$ cat src/rtl/tap_pkg.sv
// Shared TAP definitions: state encoding, opcodes, IR capture pattern and DR select.
package tap_pkg;

    typedef enum logic [3:0] {
        EXIT2_DR         = 4'h0,
        EXIT1_DR         = 4'h1,
        SHIFT_DR         = 4'h2,
        PAUSE_DR         = 4'h3,
        SELECT_IR        = 4'h4,
        UPDATE_DR        = 4'h5,
        CAPTURE_DR       = 4'h6,
        SELECT_DR        = 4'h7,
        EXIT2_IR         = 4'h8,
        EXIT1_IR         = 4'h9,
        SHIFT_IR         = 4'hA,
        PAUSE_IR         = 4'hB,
        RUN_IDLE         = 4'hC,
        UPDATE_IR        = 4'hD,
        CAPTURE_IR       = 4'hE,
        TEST_LOGIC_RESET = 4'hF
    } tap_state_e;

    // Opcode values; BYPASS is all ones at whatever IR width is chosen.
    localparam int OP_EXTEST  = 0;
    localparam int OP_SAMPLE  = 1;
    localparam int OP_IDCODE  = 2;
    localparam int IR_CAPTURE = 5;

    typedef enum logic [1:0] {
        SEL_BSR    = 2'd0,
        SEL_BYPASS = 2'd1,
        SEL_ID     = 2'd2
    } dr_sel_e;

endpackage

$ cat src/rtl/tap_if.sv
// JTAG pin / boundary-scan chain bundle seen by the TAP controller.
interface tap_if #(
    parameter int IR_W = 4
);
    logic            TMS;
    logic            TDI;
    logic            BsrTDO;
    logic            ShiftDR;
    logic            ClockDR;
    logic            UpdateDR;
    logic            Mode;
    logic            TDO;
    logic            TDOEn;
    logic [IR_W-1:0] Instr;
    logic [3:0]      TapState;

    modport master (
        output TMS, TDI, BsrTDO,
        input  ShiftDR, ClockDR, UpdateDR, Mode, TDO, TDOEn, Instr, TapState
    );

    modport slave (
        input  TMS, TDI, BsrTDO,
        output ShiftDR, ClockDR, UpdateDR, Mode, TDO, TDOEn, Instr, TapState
    );
endinterface

$ cat src/rtl/tap_fsm.sv
// 16-state 1149.1 TAP state machine: state register and TMS-driven next-state logic.
module tap_fsm
    import tap_pkg::*;
(
    input  logic       TCK,
    input  logic       Reset,
    input  logic       TMS,
    output tap_state_e TapState
);

    tap_state_e state_q, state_d;

    always_ff @(posedge TCK) begin
        if (Reset) state_q <= TEST_LOGIC_RESET;
        else       state_q <= state_d;
    end

    always_comb begin
        state_d = state_q;
        unique case (state_q)
            TEST_LOGIC_RESET: state_d = TMS ? TEST_LOGIC_RESET : RUN_IDLE;
            RUN_IDLE:         state_d = TMS ? SELECT_DR        : RUN_IDLE;
            SELECT_DR:        state_d = TMS ? SELECT_IR        : CAPTURE_DR;
            CAPTURE_DR:       state_d = TMS ? EXIT1_DR         : SHIFT_DR;
            SHIFT_DR:         state_d = TMS ? EXIT1_DR         : SHIFT_DR;
            EXIT1_DR:         state_d = TMS ? UPDATE_DR        : PAUSE_DR;
            PAUSE_DR:         state_d = TMS ? EXIT2_DR         : PAUSE_DR;
            EXIT2_DR:         state_d = TMS ? UPDATE_DR        : SHIFT_DR;
            UPDATE_DR:        state_d = TMS ? SELECT_DR        : RUN_IDLE;
            SELECT_IR:        state_d = TMS ? TEST_LOGIC_RESET : CAPTURE_IR;
            CAPTURE_IR:       state_d = TMS ? EXIT1_IR         : SHIFT_IR;
            SHIFT_IR:         state_d = TMS ? EXIT1_IR         : SHIFT_IR;
            EXIT1_IR:         state_d = TMS ? UPDATE_IR        : PAUSE_IR;
            PAUSE_IR:         state_d = TMS ? EXIT2_IR         : PAUSE_IR;
            EXIT2_IR:         state_d = TMS ? UPDATE_IR        : SHIFT_IR;
            UPDATE_IR:        state_d = TMS ? SELECT_DR        : RUN_IDLE;
            default:          state_d = TEST_LOGIC_RESET;
        endcase
    end

    assign TapState = state_q;

endmodule

$ cat src/rtl/tap_controller.sv
// TAP controller: IR, bypass/ID registers, chain control decode and TDO mux.
// Define TAP_IDCODE_EN to build in the 32-bit ID register (reset instruction becomes IDCODE).
module tap_controller
    import tap_pkg::*;
#(
    parameter int IR_W = 4
`ifdef TAP_IDCODE_EN
    , parameter logic [31:0] IDCODE_VAL = 32'h1234_5077
`endif
) (
    input  logic  TCK,
    input  logic  Reset,
    tap_if.slave  jtag
);

    localparam logic [IR_W-1:0] EXTEST_OP = IR_W'(OP_EXTEST);
    localparam logic [IR_W-1:0] SAMPLE_OP = IR_W'(OP_SAMPLE);
    localparam logic [IR_W-1:0] IDCODE_OP = IR_W'(OP_IDCODE);
    localparam logic [IR_W-1:0] BYPASS_OP = '1;
    localparam logic [IR_W-1:0] IR_CAP    = IR_W'(IR_CAPTURE);
`ifdef TAP_IDCODE_EN
    localparam logic [IR_W-1:0] RESET_OP  = IDCODE_OP;
`else
    localparam logic [IR_W-1:0] RESET_OP  = BYPASS_OP;
`endif

    function automatic dr_sel_e decode_instr(input logic [IR_W-1:0] op);
        dr_sel_e sel;
        if (op == EXTEST_OP || op == SAMPLE_OP) sel = SEL_BSR;
`ifdef TAP_IDCODE_EN
        else if (op == IDCODE_OP)               sel = SEL_ID;
`else
        else if (op == IDCODE_OP)               sel = SEL_BYPASS;
`endif
        else                                    sel = SEL_BYPASS;
        return sel;
    endfunction

    tap_state_e      state;
    dr_sel_e         dr_sel;
    logic            bsr_sel;

    logic [IR_W-1:0] ir_sh_q, ir_sh_d;
    logic [IR_W-1:0] instr_q, instr_d;
    logic            mode_q, mode_d;
    logic            bypass_q, bypass_d;
`ifdef TAP_IDCODE_EN
    logic [31:0]     id_sh_q, id_sh_d;
`endif

    tap_fsm u_fsm (
        .TCK      (TCK),
        .Reset    (Reset),
        .TMS      (jtag.TMS),
        .TapState (state)
    );

    assign dr_sel  = decode_instr(instr_q);
    assign bsr_sel = (dr_sel == SEL_BSR);

    always_ff @(posedge TCK) begin
        if (Reset) begin
            ir_sh_q  <= '0;
            instr_q  <= RESET_OP;
            mode_q   <= 1'b0;
            bypass_q <= 1'b0;
`ifdef TAP_IDCODE_EN
            id_sh_q  <= '0;
`endif
        end else begin
            ir_sh_q  <= ir_sh_d;
            instr_q  <= instr_d;
            mode_q   <= mode_d;
            bypass_q <= bypass_d;
`ifdef TAP_IDCODE_EN
            id_sh_q  <= id_sh_d;
`endif
        end
    end

    // Register next-state: all updates keyed off the state being left on this edge.
    always_comb begin
        ir_sh_d  = ir_sh_q;
        instr_d  = instr_q;
        mode_d   = mode_q;
        bypass_d = bypass_q;
`ifdef TAP_IDCODE_EN
        id_sh_d  = id_sh_q;
`endif
        case (state)
            CAPTURE_IR: ir_sh_d = IR_CAP;
            SHIFT_IR:   ir_sh_d = {jtag.TDI, ir_sh_q[IR_W-1:1]};
            default:    ;
        endcase
        if (state == TEST_LOGIC_RESET) begin
            instr_d = RESET_OP;
            mode_d  = 1'b0;
        end else if (state == UPDATE_IR) begin
            instr_d = ir_sh_q;
            mode_d  = (ir_sh_q == EXTEST_OP);
        end
        if (state == CAPTURE_DR) begin
            bypass_d = 1'b0;
`ifdef TAP_IDCODE_EN
            id_sh_d  = IDCODE_VAL;
`endif
        end else if (state == SHIFT_DR) begin
            if (dr_sel == SEL_BYPASS) bypass_d = jtag.TDI;
`ifdef TAP_IDCODE_EN
            if (dr_sel == SEL_ID)     id_sh_d  = {jtag.TDI, id_sh_q[31:1]};
`endif
        end
    end

    // Moore outputs decoded from the registered state and instruction.
    always_comb begin
        jtag.ShiftDR  = bsr_sel && (state == SHIFT_DR);
        jtag.ClockDR  = bsr_sel && (state == SHIFT_DR || state == CAPTURE_DR);
        jtag.UpdateDR = bsr_sel && (state == UPDATE_DR);
        jtag.TDOEn    = (state == SHIFT_DR) || (state == SHIFT_IR);
        jtag.Mode     = mode_q;
        jtag.Instr    = instr_q;
        jtag.TapState = state;
        jtag.TDO      = 1'b0;
        if (state == SHIFT_IR) begin
            jtag.TDO = ir_sh_q[0];
        end else if (state == SHIFT_DR) begin
            case (dr_sel)
                SEL_BSR:    jtag.TDO = jtag.BsrTDO;
                SEL_BYPASS: jtag.TDO = bypass_q;
`ifdef TAP_IDCODE_EN
                SEL_ID:     jtag.TDO = id_sh_q[0];
`endif
                default:    jtag.TDO = 1'b0;
            endcase
        end
    end

endmodule

$ cat src/flat_wrapper.sv
// flat-port wrapper written by rule: the top's interface ports become plain ports
module tap_controller_flat import tap_pkg::*;
#(
    parameter int IR_W = 4

)
  (TCK, Reset, jtag_TMS, jtag_TDI, jtag_BsrTDO, jtag_ShiftDR, jtag_ClockDR, jtag_UpdateDR, jtag_Mode, jtag_TDO, jtag_TDOEn, jtag_Instr, jtag_TapState);
  tap_if #(.IR_W(IR_W)) jtag_i ();
  input  logic TCK;
  input  logic Reset;
  input wire logic [$bits(jtag_i.TMS)-1:0] jtag_TMS;
  input wire logic [$bits(jtag_i.TDI)-1:0] jtag_TDI;
  input wire logic [$bits(jtag_i.BsrTDO)-1:0] jtag_BsrTDO;
  output wire logic [$bits(jtag_i.ShiftDR)-1:0] jtag_ShiftDR;
  output wire logic [$bits(jtag_i.ClockDR)-1:0] jtag_ClockDR;
  output wire logic [$bits(jtag_i.UpdateDR)-1:0] jtag_UpdateDR;
  output wire logic [$bits(jtag_i.Mode)-1:0] jtag_Mode;
  output wire logic [$bits(jtag_i.TDO)-1:0] jtag_TDO;
  output wire logic [$bits(jtag_i.TDOEn)-1:0] jtag_TDOEn;
  output wire logic [$bits(jtag_i.Instr)-1:0] jtag_Instr;
  output wire logic [$bits(jtag_i.TapState)-1:0] jtag_TapState;
  assign jtag_i.TMS = jtag_TMS;
  assign jtag_i.TDI = jtag_TDI;
  assign jtag_i.BsrTDO = jtag_BsrTDO;
  assign jtag_ShiftDR = jtag_i.ShiftDR;
  assign jtag_ClockDR = jtag_i.ClockDR;
  assign jtag_UpdateDR = jtag_i.UpdateDR;
  assign jtag_Mode = jtag_i.Mode;
  assign jtag_TDO = jtag_i.TDO;
  assign jtag_TDOEn = jtag_i.TDOEn;
  assign jtag_Instr = jtag_i.Instr;
  assign jtag_TapState = jtag_i.TapState;
  tap_controller #(.IR_W(IR_W)) u_core (.TCK(TCK), .Reset(Reset), .jtag(jtag_i));
endmodule
$ cat config.mk
export PLATFORM = sky130hd
export DESIGN_NAME = tap_controller_flat
export DESIGN_NICKNAME = d
export VERILOG_FILES = /design/src/rtl/tap_pkg.sv /design/src/rtl/tap_if.sv /design/src/rtl/tap_fsm.sv /design/src/rtl/tap_controller.sv /design/src/flat_wrapper.sv
export SDC_FILE = /design/constraint.sdc
export NUM_CORES = 1
export LEC_CHECK = 0
export CORE_MARGIN = 2
export CORE_UTILIZATION = 40
export CTS_BUF_LIST = sky130_fd_sc_hd__clkbuf_16
export CTS_CLUSTER_SIZE = 8
export DETAILED_ROUTE_END_ITERATION = 8
export GPL_ROUTABILITY_DRIVEN = 0
export PLACE_DENSITY = 0.73
export SLEW_MARGIN = 10
export SYNTH_ARGS = -nofsm -noshare
export SYNTH_HDL_FRONTEND = slang
export SYNTH_SLANG_ARGS = --single-unit
$ cat constraint.sdc
create_clock -name TCK -period 1.4 [get_ports TCK]
set_input_delay 0.35 -clock TCK [delete_from_list [all_inputs] [get_ports TCK]]
set_output_delay 0.35 -clock TCK [all_outputs]
set_load 0.02 [all_outputs]
---- After elaboration in Yosys (flattened, before gate mapping) ----
Cells that the tools add are included.
word-level totals
  word-level logic and storage cells ...... 57
  output and inout port bits .............. 14
  bits of input ports ..................... 5
  register bits after elaboration ......... 14
cells by class
  equal/unequal tests ..................... 17
  multiplexer cells ....................... 18
  reduce and logical (&&, ||, !) cells .... 17
operator list
  operator              number
  $pmux W4 S12          1
  $eq A4 B4 Y1 const B  8
  $eq A4 B3 Y1 const B  4
  $logic_not A4 Y1      3
  $mux W2               6
  $mux W3               4
  $eq A4 B1 Y1 const B  2
  $eq A4 B2 Y1 const B  2
  $pmux W4 S2           1
  $reduce_or A2 Y1      4
  $mux W1               4
  $mux W4               1
  $logic_and A1 B1 Y1   3
  $logic_or A1 B1 Y1    3
  $reduce_or A3 Y1      1
  $logic_not A2 Y1      1
  $pmux W1 S2           1
  $reduce_and A2 Y1     1
  $reduce_bool A2 Y1    1
  $eq A1 B1 Y1 const B  1

---- Depth between registers and ports, before layout ----
  word-level depth ........................ 7
  gate-level depth with buffers ........... 5
  mapped depth without buffers ............ 3

---- Cells and area by module ----
Synthesis repeated with hierarchy kept, for this count alone.
unflattened totals
  cells, all modules ...................... 78
  area total of the unflattened synthesis .. 685.7 um^2
modules (own cells, without submodules)
  module          times used  cells an instance  area each (um^2)  sequential area each (um^2)
  tap_controller  1           56                 495.5             200.2
  tap_fsm         1           22                 190.2             80.1

---- Worst setup path after synthesis ----
OpenSTA, ideal clock, no wires.
  path kind ............................... register -> output
  start ................................... reg u_core.u_fsm.state_q[3], in the netlist u_core.u_fsm.TapState[3]
  end ..................................... out jtag_TDO
  arrival time ............................ 1.771 ns
  stages on the path, launching flop included .. 5
  setup slack ............................. -0.721 ns
  data required time ...................... 1.050 ns
  path buffers ............................ 2
  cell sequence ........................... dfxtp_1 -> clkbuf_1 -> clkbuf_1 -> nor3_1 -> nor4_1
on the way
  word-level cells in the longest chain between the ends .. 3
  elaborated cells on any way between the ends .. 4
  those cells by class .................... eq/ne: 2; mux: 2
RTL lines
  what                    RTL line               text
  start, declared         tap_fsm.sv:11          tap_state_e state_q, state_d;
  start signal, assigned  tap_fsm.sv:15          else state_q <= state_d;
  $eq A4 B2 Y1            tap_controller.sv:127  end else if (state == SHIFT_DR) begin
  $mux W1                 tap_controller.sv:127
  $mux W1 *               tap_controller.sv:125  if (state == SHIFT_IR) begin
  end, declared           flat_wrapper.sv:18     output wire logic [$bits(jtag_i.TDO)-1:0] jtag_TDO;
Every way passes the cells marked *; elsewhere a longest branch is shown, timed or not.

---- Worst setup path in the final report ----
  start ................................... reg u_core.instr_q[1], in the netlist u_core.jtag.Instr[1]
  end ..................................... out jtag_TDO
on the way
  word-level cells in the longest chain between the ends .. 7
  elaborated cells on any way between the ends .. 9
  those cells by class .................... eq/ne: 2; mux: 4; reduce/logical: 3
RTL lines
  what                                                     RTL line               text
  start, declared                                          tap_controller.sv:44   logic [IR_W-1:0] instr_q, instr_d;
  start signal, assigned                                   tap_controller.sv:72   instr_q <= instr_d;
  $eq A4 B1 Y1 / $logic_not A4 Y1 (equally long branches)  tap_controller.sv:29   if (op == EXTEST_OP || op == SAMPLE_OP) sel = SEL_BSR;
  $logic_or A1 B1 Y1 *                                     tap_controller.sv:29
  $mux W1 *                                                tap_controller.sv:29
  $eq A1 B1 Y1 / $logic_not A2 Y1 (equally long branches)  tap_controller.sv:128  case (dr_sel)
  $pmux W1 S2 *                                            tap_controller.sv:128
  $mux W1 *                                                tap_controller.sv:127
  $mux W1 *                                                tap_controller.sv:125
Marks and branches as above.

==> results by group <==
Logic synthesis
  – Synth area leader: dfxtp_1
  – EDFF count, synth: 0
  – Async set-reset flop share out of synthesis: 0%
  – Sequential-to-total area share from yosys stat: 40.7%
  – Post-synth top area share: 40.7%
  – Synthesis-stage register bit count: 14
  – Top post-synthesis cells by area: dfxtp_1 41%, mux2i_1 8.7%, nor3_1 7.3%
  – Synth top cells by count: 14 x dfxtp_1, 10 x nor3_1, 9 x nand2_1, 6 x mux2i_1
  – Synth Cell Area: 689 µm²
  – Synth cell types: 28
  – Syn Nets: 88
  – Top_reg_cell synth: dfxtp_1
  – Mean Syn Cell Area: 8.31 µm²
  – Count leader, synth: dfxtp_1
  – YS warnings: 0
  – Synth Instances: 83

Setup path
  – Worst setup EP type: primary output
  – Required time of the critical path: 1.05 ns
  – Crit path DAT: 1.38 ns
  – CP Max Fanout: 4
  – Reg-to-reg endpoint: u_core.bypass_q
  – Worst setup path endpoint: jtag_TDO
  – Flop-to-flop setup slack: -0.21 ns
  – Critical Path Start: u_core.jtag.Instr[1]
  – Setup crit start kind: flip-flop
  – Reg2reg start: u_core.u_fsm.TapState[1]
  – Critical setup path kind: flip-flop to primary output
  – R2R cell count: 4

Floorplanning
  – Row count: 14
  – Die Ht: 45.5 µm
  – Core area: 1560 µm²
  – Die X: 45.5 µm
  – Die footprint: 2070 µm²
  – Top-level port count: 19
  – Starting Density: 44.2%

Place
  – Cells after DPL: 127
  – Port bufs: 18
  – DP HPWL: 1180 µm

Pwr
  – PwrDens: 1200 nW/µm²
  – Worst IR Drop VDD: 0.700 mV
  – Total Power: 1360 µW
  – Leak: 0.000482 µW

Timing
  – Worst Max-Slew Pin Slew: 0.322 ns
  – Fmax: 577 MHz
  – Tcrit/Tclk final: 124%
  – Final Hold Viols: 0
  – Unrepaired setup endpoints after global routing: yes
  – Slew HR: 78.4%
  – Final setup vio count: 6
  – Layout Skew: 0.00325 ns
  – Max-slew violation count: 0
  – Final setup margin: -0.332 ns
  – Minimum clock period: 1.73 ns

GRT
  – Largest net degree at the start of global routing: 15
  – Total congestion overflow: 0
  – First-pass GRT wire length: 2900 µm
  – Initial antenna violation count: 0
  – Met1 GRT Util: 26.1%
  – Top Usage Layer GRT: met2
  – Vias in the first global route: 641
  – Grt met2 use: 30.7%
  – GRT met3 Usage: 3.57%
  – GRT Total Usage: 19.6%

Detailed routing
  – 1st-iter DRT viols: 7
  – DR vias/cell: 5.49
  – Post-DRT Antenna Nets: 0
  – DR vias: 725
  – Wirelength, routed: 1830 µm
  – Wirelength per Cell: 13.8 µm
  – DRT Pass-1 Iters: 3
  – Residual DRC count: 0

Layout
  – Non-Filler Instances: 132
  – Share of layout cells above drive strength 1: 41.4%
  – Area growth syn-to-layout: 65.2%
  – N_diodes: 0
  – Nets: 122

CTS
  – Clock sink count: 14
  – CTS Buf Count: 3
  – Worst skew pair latency: 0.24 ns
  – Clock transition at the registers of the reported paths: 0.05 ns
  – Root buf cell: clkbuf_16
  – CTS H-tree depth: 1
  – Clock Tree Buf Depth: 2
  – CTS tree: yes

Run
  – Max-Cap Viols: 0

Run status
  – Violated checks: setup timing
  – Status: complete, but fails checks

Min path
  – Tightest Hold Check Type: flip-flop to flip-flop
==> flip-flops by register name, summed over array words and instances, names as in the netlist <==
register,flops
u_core.ir_sh_q,4
u_core.jtag.Mode,1
u_core.jtag.Instr,4
u_core.bypass_q,1
u_core.u_fsm.TapState,4
==> what timing repair did <==
action	in CTS	in global routing
pin swaps	8	4
gates resized for setup	46	11
gates cloned	0	0
setup buffers	1	0
setup endpoints to repair	20	15
hold buffers	0	0
==> cells in the final DEF (no fill, tap or decap), types with 2 or more instances in the layout <==
| cell | count |
|---|---|
| nor2_1 | 5 |
| nand2b_1 | 2 |
| nand3b_1 | 4 |
| nor3_1 | 5 |
| buf_6 | 4 |
| a21oi_1 | 3 |
| nand2_1 | 9 |
| dfxtp_2 | 4 |
| dlygate4sd2_1 | 3 |
| dfxtp_4 | 2 |
| o21ai_0 | 2 |
| buf_4 | 18 |
| clkdlybuf4s50_1 | 4 |
| clkbuf_16 | 3 |
| nor3_2 | 4 |
| mux2i_1 | 6 |
| clkdlybuf4s15_2 | 3 |
| clkbuf_2 | 2 |
| dfxtp_1 | 8 |
| nand3_1 | 2 |
| nor2b_1 | 3 |
==> metal layers <==
layer	share of wire [%]	wire (µm)
met1	47	852
met2	50	911
met3	2.8	51
met4	0.49	9
met5	0	0
==> area by class of cell <==
| class | instances | area [µm²] |
|---|---|---|
| clock inverter | 1 | 3.75 |
| multi-input combinational | 61 | 439 |
| fill | 119 | 420 |
| clock buffer | 3 | 75.1 |
| sequential | 14 | 293 |
| inverter | 2 | 7.51 |
| timing repair buffer | 35 | 300 |
| tap | 16 | 20.0 |
==> through the flow <==
stage          utilization (%)  hold WS (ns)  setup WS [ns]  area, µm²  TNS [ns]
2_1_floorplan                -         0.457         -0.156        748    -0.652
3_3_place_gp              66.2         0.461         -0.644       1030     -2.93
3_5_place_dp              66.2         0.468         -0.664       1030     -3.15
4_1_cts                   72.2         0.483         -0.365       1120     -1.45
5_1_grt                   73.0         0.512         -0.365       1140     -1.63
6_report                  73.0         0.486         -0.332       1140     -1.33
==> where the power goes <==
part	total, µW	switching, µW	internal [µW]
sequential	467	26.8	440
clock	530	153	377
combinational	368	194	174
total	1360	374	991
==> logic make-up (layout without fill, tap and decap cells) <==
group	Yosys count	after routing	share of synthesized area, %
AOI/OAI and AO/OA	10	10	9.44
DFF	14	14	40.7
buffers and inverters	8	41	4.36
muxes	6	6	8.71
and+or+nand+nor	45	45	36.8
==> how the worst min path moves through the flow <==
stage | startpoint | to | slack (ns) | cells past startpoint
floorplan | u_core.bypass_q | u_core.bypass_q | 0.46 | 2
global placement | u_core.jtag.Instr[0] | u_core.jtag.Instr[0] | 0.46 | 2
detailed placement | u_core.jtag.Instr[0] | u_core.jtag.Instr[0] | 0.47 | 2
CTS | u_core.ir_sh_q[1] | u_core.ir_sh_q[1] | 0.48 | 2
global route | u_core.ir_sh_q[1] | u_core.ir_sh_q[1] | 0.51 | 2
finish | u_core.ir_sh_q[1] | u_core.ir_sh_q[1] | 0.49 | 2
==> critical path: stages, from the launching register on <==
cell and delay (ns):
dfxtp_2 0.32, or3_4 0.43, nor3_4 0.16, nor4_4 0.07, buf_4 0.17
No activity file was read; power rests on OpenSTA's default activity.
==> RTL change 1: new RTL, same settings <==
`IR_W` is set to 4 in 3 places; all go to 5.
--- a/src/rtl/tap_if.sv
+++ b/src/rtl/tap_if.sv
@@ -1,6 +1,6 @@
 // JTAG pin / boundary-scan chain bundle seen by the TAP controller.
 interface tap_if #(
-    parameter int IR_W = 4
+    parameter int IR_W = 5
 );
     logic            TMS;
     logic            TDI;
--- a/src/rtl/tap_controller.sv
+++ b/src/rtl/tap_controller.sv
@@ -3,7 +3,7 @@
 module tap_controller
     import tap_pkg::*;
 #(
-    parameter int IR_W = 4
+    parameter int IR_W = 5
 `ifdef TAP_IDCODE_EN
     , parameter logic [31:0] IDCODE_VAL = 32'h1234_5077
 `endif
--- a/src/flat_wrapper.sv
+++ b/src/flat_wrapper.sv
@@ -1,7 +1,7 @@
 // flat-port wrapper written by rule: the top's interface ports become plain ports
 module tap_controller_flat import tap_pkg::*;
 #(
-    parameter int IR_W = 4
+    parameter int IR_W = 5
 
 )
   (TCK, Reset, jtag_TMS, jtag_TDI, jtag_BsrTDO, jtag_ShiftDR, jtag_ClockDR, jtag_UpdateDR, jtag_Mode, jtag_TDO, jtag_TDOEn, jtag_Instr, jtag_TapState);
Ports: changed (resized jtag_Instr); port bits go from 19 to 20. The function was not compared with the original's and may differ.
==> RTL change 1 against the original RTL <==
The run still ends with setup timing left; count of clock-buffer cells in the layout stayed put; cell area up 13%; non-clock buffer count up 4; routed wire length grew 14%; worst setup slack got worse by 160 ps; die area is 10% higher; total power up 7.9%; area after synthesis up 11%; sequential cell count is 2 higher; critical path type unchanged; largest power group unchanged.
==> RTL change 1: results (changes against the original RTL) <==
* Run status: finished, violations left
* Violations in the final reports: setup timing
* CP max stage delay at 590 ps (+160 ps)
* Number of non-clock buffers at 39 (+11%)
* Fraction of area in clock buffers and inverters at 6.128% (-0.79 points)
* Drt initial violations at 6 (-1)
* Hold-critical path endpoint: u_core.jtag.Instr[0]
* Largest net degree at the start of global routing at 16 (+1)
* Fill cell count at 146 (+23%)
* Number of global-route vias before repair at 707 (+10%)
* Worst voltage drop across the vdd grid at 0.001167 V (+67%)
* Core Region at 1764 µm² (+13%)
* Net Count, Synth at 98 (+11%)
* First-pass GRT wire length at 3360 µm (+16%)
* Final sum of negative setup slack at -2417 ps (-1083 ps)
* Signal buffers share of area at 25.39% (-0.98 points)
* Fin area at 1286 µm² (+13%)
* Multi-input gate area in the final layout at 505.5 µm² (+15%)
* Final Worst Setup Slack at -492.0 ps (-159.8 ps)
* Number of post-CTS setup repair buffers at 3 (+2)
* Crit path DAT at 1540 ps (+160 ps)
* HPWL after DPL at 1456 µm (+23%)
* Leak pwr at 0.5573 nW (+16%)
* Cell count after synthesis at 93 (+12%)
* Sum of routed wire length over all layers at 2079 µm (+14%)
* Cell types with the highest counts after synthesis: dfxtp_1 (16), nand2_1 (12), nor3_1 (10)
* Rel. slew slack at 78.96% (+0.61 points)
* Synth cell types at 27 (-3.6%)
* Wire per inst at 13.50 µm (-2.4%)
* Post-layout nets at 135 (+11%)
* Setup violators final at 6 (unchanged)
* Biggest area contributors in the synthesized netlist: dfxtp_1 (42%), mux2i_1 (7.8%), nor3_1 (6.5%)
* Routing usage on met2 at 33.87% (+3.2 points)
* Sequential share of cell area at 26.17% (+0.45 points)
==> RTL change 1: cell count changes in the layout (fill, tap and decap cells not counted), moves of 2 or more <==
cell,delta
a21oi_1,+2
clkdlybuf4s15_2,-2
buf_2,+4
nor3_4,+3
nor3_2,-3
nand2_1,+3
buf_6,+3
==> RTL change 1: report_power, final <==
group	leakage, nW	switching, W	internal (W)	total (W)
Sequential	0.129	0.0000293	0.000500	0.000529
Combinational	0.386	0.000217	0.000180	0.000397
Clock	0.0423	0.000168	0.000378	0.000546
Total	0.557	0.000414	0.00106	0.00147
==> RTL change 1: cell families (layout without fill, tap and decap cells) <==
group / after synthesis / after routing / share of synthesized area [%]
buffers and inverters: 9 / 45 / 4.406
flip-flops: 16 / 16 / 41.76
multiplexers: 6 / 6 / 7.831
AO/OA/AOI/OAI: 13 / 13 / 10.44
AND/OR/NAND/NOR: 49 / 49 / 35.56
==> RTL change 2: new RTL, same flow settings <==
Made on the original files. Take the reset off `ir_sh_q` and load it in a clocked block of its own.
--- a/src/rtl/tap_controller.sv
+++ b/src/rtl/tap_controller.sv
@@ -60,7 +60,6 @@
 
     always_ff @(posedge TCK) begin
         if (Reset) begin
-            ir_sh_q  <= '0;
             instr_q  <= RESET_OP;
             mode_q   <= 1'b0;
             bypass_q <= 1'b0;
@@ -68,7 +67,6 @@
             id_sh_q  <= '0;
 `endif
         end else begin
-            ir_sh_q  <= ir_sh_d;
             instr_q  <= instr_d;
             mode_q   <= mode_d;
             bypass_q <= bypass_d;
@@ -76,6 +74,10 @@
             id_sh_q  <= id_sh_d;
 `endif
         end
+    end
+
+    always_ff @(posedge TCK) begin
+        ir_sh_q <= ir_sh_d;
     end
 
     // Register next-state: all updates keyed off the state being left on this edge.
Function: same outputs for any inputs over 10 cycles, from zero or initial values and one cycle with Reset high; that may be too few to reach the edited logic, so the function may still have changed.
==> RTL change 2 against the original RTL <==
The run still ends with setup timing left; clock skew decreased by 1.2 ps; global-route usage increased by 1.5 points; routed wire length increased by 11%; area after synthesis increased by 0.91%; total power decreased by 4.3%; register-to-register slack got worse by 60 ps; critical path depth unchanged; synthesized cell count decreased by 12%; cell area decreased by 0.44%; sequential cell count unchanged; via count unchanged; core utilization decreased by 5.9 points; worst setup slack got worse by 15 ps.
==> RTL change 2: results (changes against the original RTL) <==
* Run status: finished, violations left
* Violations in the final reports: setup timing
* Setup violators final at 6 (unchanged)
* Routed met2 length at 964 µm (+5.8%)
* Number of enable-type register cells in the synthesized netlist at 4 (+4)
* Post-layout instance count excluding filler cells at 129 (-2.3%)
* Power drawn by the combinational cells at 0.000289 W (-21%)
* Multiplexer area fraction after synthesis at 7.194% (-1.5 points)
* Final Worst Setup Slack at -347.5 ps (-15.25 ps)
* Number of optimization iterations in the first detailed-route pass at 4 (+1)
* Origin of the worst setup path: u_core.jtag.Instr[2]
* First-pass GRT wire length at 3111 µm (+7.3%)
* HPWL after DPL at 1242 µm (+4.9%)
* GR met1 Demand/Resource at 24.02% (-2.1 points)
* Routed length on met3 at 108 µm (+110%)
* Post-placement worst setup slack at -767.2 ps (-103.1 ps)
* Routed length on met1 at 906 µm (+6.3%)
* Synthesized-area fraction occupied by ao, oa, aoi and oai cells at 10.79% (+1.4 points)
* Minimum setup slack among reg-to-reg paths at -270 ps (-60 ps)
* Largest net degree at the start of global routing at 13 (-2)
* Cell types with the highest counts after synthesis: dfxtp_1 (10), nand2_1 (9), mux2i_1 (5)
* Number of global-route vias before repair at 733 (+14%)
* Proportion of synthesized chip area in sequential cells at 46.04% (+5.4 points)
* GRT Resource Usage Total at 21.14% (+1.5 points)
* Final Skew at 2.011 ps (-1.244 ps)
* Crit path DAT at 1400 ps (+20 ps)
* Average cell area after synthesis at 9.530 µm² (+15%)
* Hold-critical path endpoint: u_core.jtag.Instr[0]
* Worst voltage drop across the vdd grid at 0.0007360 V (+5.1%)
* DP Area at 1047 µm² (+1.5%)
* Clock-net power at 0.000552 W (+4.2%)
* Critical path peak fanout at 3 (-1)
==> RTL change 2: through the flow <==
step	hold WS [ps]	setup TNS [ps]	utilization, %
2_1_floorplan	422.8	-867.5	-
3_3_place_gp	457.7	-3208	62.00
3_5_place_dp	470.2	-3452	62.00
4_1_cts	475.9	-1551	67.41
5_1_grt	527.0	-1811	67.11
6_report	472.6	-1629	67.11
==> RTL change 2: final cells by class <==
cell class | count | area [µm²]
Multi-Input combinational cell | 53 | 401.6
Clock inverter | 1 | 3.754
Clock buffer | 3 | 75.07
Tap cell | 17 | 21.27
Timing Repair Buffer | 39 | 294.0
Inverter | 2 | 7.507
Sequential cell | 14 | 330.3
Fill cell | 124 | 555.5
==> RTL change 2: repair_timing <==
item                                    in CTS  in global routing
buffers inserted                             1                  0
resized for setup                           50                 16
endpoints found under the setup margin      16                 16
hold endpoints to repair                     0                  0
pin swaps                                    1                  2
